--- src/rtl/razor_reg_file_p.sv ---
// razor_reg_file_p -- NREG x DATA_W Razor register file with shadow check.
//
// Two combinational read ports and one write port. Each accepted write is
// compared one cycle later against a late-sampled copy of the write data
// (inW_shd). On a mismatch the entry is restored from the shadow copy
// through a two-cycle stall (CHECK + RECOVER). A sticky per-register error
// map and a saturating error counter record every recovery.
//
// Optional build macro RAZOR_FWD_EN: when defined, an accepted write is
// forwarded to a read port addressing the same register in the same cycle.
// When undefined, reads return stored contents only.
module razor_reg_file_p #(
   parameter int DATA_W   = 32,
   parameter int ADDR_W   = 5,
   parameter int ZERO_REG = 1,
   parameter int ECNT_W   = 8
) (
   input  logic                   clk,
   input  logic                   ireset,
   input  logic                   we,
   input  logic [ADDR_W-1:0]      rw,
   input  logic [DATA_W-1:0]      inW,
   input  logic [DATA_W-1:0]      inW_shd,
   input  logic [ADDR_W-1:0]      ra,
   input  logic [ADDR_W-1:0]      rb,
   output logic [DATA_W-1:0]      outA,
   output logic [DATA_W-1:0]      outB,
   output logic                   stall,
   output logic                   oerror,
   input  logic                   err_clr,
   output logic [2**ADDR_W-1:0]   err_map,
   output logic [ECNT_W-1:0]      err_cnt
);

   localparam int NREG = 2**ADDR_W;

   typedef enum logic [1:0] {
      ST_IDLE,
      ST_CHECK,
      ST_RECOVER
   } state_t;

   state_t              state_reg;
   state_t              state_next;
   logic [DATA_W-1:0]   mem_reg [NREG];
   logic [DATA_W-1:0]   shd_q_reg;
   logic [ADDR_W-1:0]   chk_addr_reg;
   logic [ECNT_W-1:0]   err_cnt_reg;
   logic                mis;
   logic                accept;
   logic                recover_wr;
   logic                rw_is_zero;

   // Shadow compare, stall/error generation and write acceptance
   always_comb begin
      rw_is_zero = (ZERO_REG != 0) && (rw == '0);
      mis        = (state_reg == ST_CHECK) && (mem_reg[chk_addr_reg] != shd_q_reg);
      recover_wr = (state_reg == ST_RECOVER);
      stall      = mis || recover_wr;
      oerror     = mis;
      accept     = we && !stall && !rw_is_zero;
   end

   // Recovery FSM state register
   always_ff @(posedge clk) begin
      if (!ireset) begin
         state_reg <= ST_IDLE;
      end else begin
         state_reg <= state_next;
      end
   end

   // Recovery FSM next-state logic; a clean CHECK re-arms on a new write
   always_comb begin
      state_next = state_reg;
      case (state_reg)
         ST_IDLE:    state_next = accept ? ST_CHECK : ST_IDLE;
         ST_CHECK: begin
            if (mis) begin
               state_next = ST_RECOVER;
            end else if (accept) begin
               state_next = ST_CHECK;
            end else begin
               state_next = ST_IDLE;
            end
         end
         ST_RECOVER: state_next = ST_IDLE;
         default:    state_next = ST_IDLE;
      endcase
   end

   // Main storage: normal writes, or restore from shadow during RECOVER
   always_ff @(posedge clk) begin
      if (!ireset) begin
         for (int i = 0; i < NREG; i++) begin
            mem_reg[i] <= '0;
         end
      end else if (accept) begin
         mem_reg[rw] <= inW;
      end else if (recover_wr) begin
         mem_reg[chk_addr_reg] <= shd_q_reg;
      end
   end

   // Shadow copy and address of the write awaiting its check
   always_ff @(posedge clk) begin
      if (!ireset) begin
         shd_q_reg    <= '0;
         chk_addr_reg <= '0;
      end else if (accept) begin
         shd_q_reg    <= inW_shd;
         chk_addr_reg <= rw;
      end
   end

   // Sticky error map, one bit per register; a recovery set beats err_clr
   generate
      for (genvar gi = 0; gi < NREG; gi++) begin : g_err_map
         always_ff @(posedge clk) begin
            if (!ireset) begin
               err_map[gi] <= 1'b0;
            end else if (recover_wr && (chk_addr_reg == ADDR_W'(gi))) begin
               err_map[gi] <= 1'b1;
            end else if (err_clr) begin
               err_map[gi] <= 1'b0;
            end
         end
      end
   endgenerate

   // Saturating count of recoveries
   always_ff @(posedge clk) begin
      if (!ireset) begin
         err_cnt_reg <= '0;
      end else if (recover_wr && (err_cnt_reg != {ECNT_W{1'b1}})) begin
         err_cnt_reg <= err_cnt_reg + 1'b1;
      end
   end

   assign err_cnt = err_cnt_reg;

   // Read port A: r0 zero, optional forward, corrected value while stalled
   always_comb begin
      outA = mem_reg[ra];
      if (stall && (ra == chk_addr_reg)) begin
         outA = shd_q_reg;
      end
`ifdef RAZOR_FWD_EN
      if (accept && (ra == rw)) begin
         outA = inW;
      end
`endif
      if ((ZERO_REG != 0) && (ra == '0)) begin
         outA = '0;
      end
   end

   // Read port B: same selection rules as port A
   always_comb begin
      outB = mem_reg[rb];
      if (stall && (rb == chk_addr_reg)) begin
         outB = shd_q_reg;
      end
`ifdef RAZOR_FWD_EN
      if (accept && (rb == rw)) begin
         outB = inW;
      end
`endif
      if ((ZERO_REG != 0) && (rb == '0)) begin
         outB = '0;
      end
   end

endmodule

--- config.mk ---
export PLATFORM = sky130hd
export DESIGN_NAME = razor_reg_file_p
export DESIGN_NICKNAME = d
export VERILOG_FILES = /design/src/rtl/razor_reg_file_p.sv
export SDC_FILE = /design/constraint.sdc
export NUM_CORES = 2
export LEC_CHECK = 0
export BUFFER_PORTS_ARGS = -buffer_cell sky130_fd_sc_hd__buf_4
export CORE_MARGIN = 8
export CORE_UTILIZATION = 35
export DETAILED_ROUTE_END_ITERATION = 6
export GPL_TIMING_DRIVEN = 0
export PLACE_DENSITY_LB_ADDON = 0.25
export SETUP_SLACK_MARGIN = 0.15
export SLEW_MARGIN = 5
export SYNTH_ARGS = -nofsm -noshare
export SYNTH_HDL_FRONTEND = slang
export SYNTH_SLANG_ARGS = --single-unit
export TNS_END_PERCENT = 10
--- constraint.sdc ---
create_clock -name clk -period 18.55 [get_ports clk]
set_clock_uncertainty 0.1 [all_clocks]
set_input_delay 1.855 -clock clk [delete_from_list [all_inputs] [get_ports clk]]
set_output_delay 1.855 -clock clk [all_outputs]
set_load 0.01 [all_outputs]
==> results.txt <==
via count: 60460
startpoint types: flop
Synth cell types: 69
Post-Synth Simple-Gate Area: 0.1146
drt total wl: 421600 um
H-tree levels: 4
hold path depth: 2
pwr dens: 92.13 mW/mm^2
vias in the first global route: 54800
Fin. Hold Viols: 0
hpwl dp: 309400 um
# setup viols final: 0
Slew Viols, Final: 169
leading cell type by number of instances after synthesis: nor2_1
via-per-instance ratio: 7.388
# DRC: 3
design area: 0.07932 mm^2
worst-margin pin slew: 1670 ps
internal power: 4.910 mW
Seq/Total Area, Yosys: 0.4772
worst vdd ir: 0.08944 mV
drt pass-1 iters: 7
share of cells above drive strength 1: 0.3041
Tcrit/Tclk final: 0.6409
TNS Setup: 0 ps
Gate power share: 0.219
Post-synth EDFFs: 1024
Die X: 456.7 um
area leader, netlist: edfxtp_1
arrival time at the worst endpoint: 9930 ps
Die Area: 0.2085 mm^2
cts hold-fix bufs: 0
drt wl/cell: 51.52 um
Adder-Cell Fraction of Synth Area: 0.0001841
YS warnings: 0
# port buffers: 178
Avg Inst Size Synth: 13.36 um^2
clock buffer count from CTS: 135
largest fanout on the critical path: 13
initial antenna violation count: 50
Sw Share: 0.3281
pin count of the biggest net entering global routing: 33
Iteration-0 DRC Markers: 13640
Clk pwr share: 0.384
Remaining Overflow, GRT: 0
P_leak: 26.00 nW
FMAX: 84.12 MHz
I/O Pins: 189
FP Rows: 161
Initial Utilization: 0.3526
reg2reg end: mem_reg[9][26]
Post-Syn Area: 0.06797 mm^2
cells after synthesis: 5089
max_cap viols: 20
top post-synthesis cells by area: edfxtp_1 45%, mux4_2 28%, nor2_1 5.7%
CP Capture Type: output port
flop2flop setup slack: 8130 ps
clk root buf: clkbuf_16
share of the synthesized area in the top cell type: 0.4524
area delta synth->final: 16.70%
ys flop type: edfxtp_1
Required @ worst endpoint: 16590 ps
Compound-Gate Fraction of Synth Area: 0.04387
post-CTS resize count: 0
min-delay src: err_cnt[7]
Psw: 2.398 mW
mux contribution to synthesized area: 0.3236
Antenna Nets Post-Route: 0
Reg power frac: 0.397
status: finished with violations
Die Span Y: 456.7 um
first-pass GRT wire length: 537600 um
Placed Cells: 7870
worst skew pair latency: 850 ps
core area: 0.1928 mm^2
Final Critical Period: 11890 ps
commonest cells in the netlist: 1032 x nor2_1, 1024 x edfxtp_1, 856 x mux4_2
failing checks: design-rule violations, max-capacitance violations, max-slew violations
largest family of logic cells by synthesized area: multiplexers
Mapped Nets: 5173
synthesis-stage register bit count: 1108
hold path endpoint: err_cnt[7]
max FFs per register: 1024
GP Congestion: 1.097
Max-slew headroom: -0.1133
worst min-delay path class: flop to flop
critical path type: flop to output port
GRT Util Overall: 0.3870
Worst-path clk slew: 60 ps
XOR/XNOR Fraction of Synth Area: 0.005155
DP Area: 0.07465 mm^2
buffer count from post-CTS setup fixing: 0
Synth async-reset ratio: 0
CTS tree: yes
clock sink count: 1108
non-filler cells, final: 8183
RSZ-0062 raised after global routing: false
Nets: 5565
clock tree buffer depth: 3
Reg2Reg Depth: 21
-- worst max-delay path: stages (launching register included) --
cell	delay, ps
dfxtp_1	300
buf_2	130
buf_4	500
buf_4	500
buf_2	930
buf_2	750
mux2i_1	300
a22oi_1	100
a21oi_1	950
nor4_1	130
xor2_1	290
nor3_1	990
nand4_1	700
or2_1	420
buf_2	160
buf_6	150
clkbuf_1	260
nor3b_1	220
a2111oi_0	810
buf_4	300
-- cell type report --
cell class	count	area, um^2
inverter	46	172.7
buffer	522	2335
fill	17830	113500
tap	2526	3161
multi-input combinational	3413	33520
antenna	63	157.7
clock buffer	168	3615
timing repair buffer	255	3053
sequential	1108	32430
clock inverter	82	875.8
-- power groups by stage --
stage / Clock (mW) / Sequential [mW] / Combinational [mW]
final: 2.80 / 2.90 / 1.60
after global routing: 2.85 / 2.91 / 1.54
after CTS: 2.77 / 2.89 / 1.47
after detailed placement: 0 / 2.94 / 1.47
after global placement: 0 / 2.97 / 1.41
after floorplan: 0 / 2.92 / 0.713
-- metrics by stage --
stage	utilization	setup WS (ps)	power (mW)	hold WS, ps
3_3_place_gp	0.3759	2127	4.377	418.7
2_1_floorplan	-	11900	3.630	372.7
6_report	0.4114	6662	7.308	453.1
5_1_grt	0.4109	7382	7.295	488.0
4_1_cts	0.4105	7623	7.136	455.2
3_5_place_dp	0.3872	8505	4.414	442.4
-- routing by layer --
layer | part of all wire | wire, um | vias to the layer above | global-route usage
met5 | 0.0015 | 651 | - | 0.02732
met4 | 0.11 | 44290 | 16 | 0.3119
met2 | 0.40 | 166800 | 6999 | 0.5295
li1 | - | - | 20860 | -
met1 | 0.32 | 135200 | 30650 | 0.4366
met3 | 0.18 | 74580 | 1935 | 0.2184
-- cells in the final DEF, fill, tap and decap left out, types with 23 or more instances in the layout --
cell,instances
o21ai_0,69
o21ai_4,29
nand2_1,443
diode_2,63
a21oi_1,23
dfxtp_1,84
nor2_1,1029
clkbuf_1,268
buf_2,156
and2_1,43
mux2_2,67
nor3b_1,59
inv_1,44
clkbuf_16,137
nor3_1,78
nand3_1,27
a22oi_1,41
o22ai_1,118
buf_12,39
buf_16,31
mux4_2,856
clkbuf_2,45
buf_1,49
buf_4,203
nor3_2,32
a2111oi_0,53
clkinv_2,23
edfxtp_1,1024
mux2i_1,196
-- worst max-delay path by stage --
stage	startpoint	endpoint	slack, ps	depth (start not counted)
6_report	flop	outA[23]	6660	19
5_1_grt	flop	outA[23]	7380	19
4_1_cts	flop	outA[23]	7620	18
3_5_place_dp	flop	outA[23]	8510	18
3_3_place_gp	flop	mem_reg[8][30]	2130	15
2_1_floorplan	ra[0]	outA[19]	11900	8
-- kinds of logic after synthesis --
logic type                 after synthesis
xor gates and xnor gates                40
buffers and inverters                  568
DFF                                   1108
muxes                                 1119
adders and majority gates                1
AOI/OAI and AO/OA                      438
and+or+nand+nor                       1815
Power figures use the tool's default switching activity.
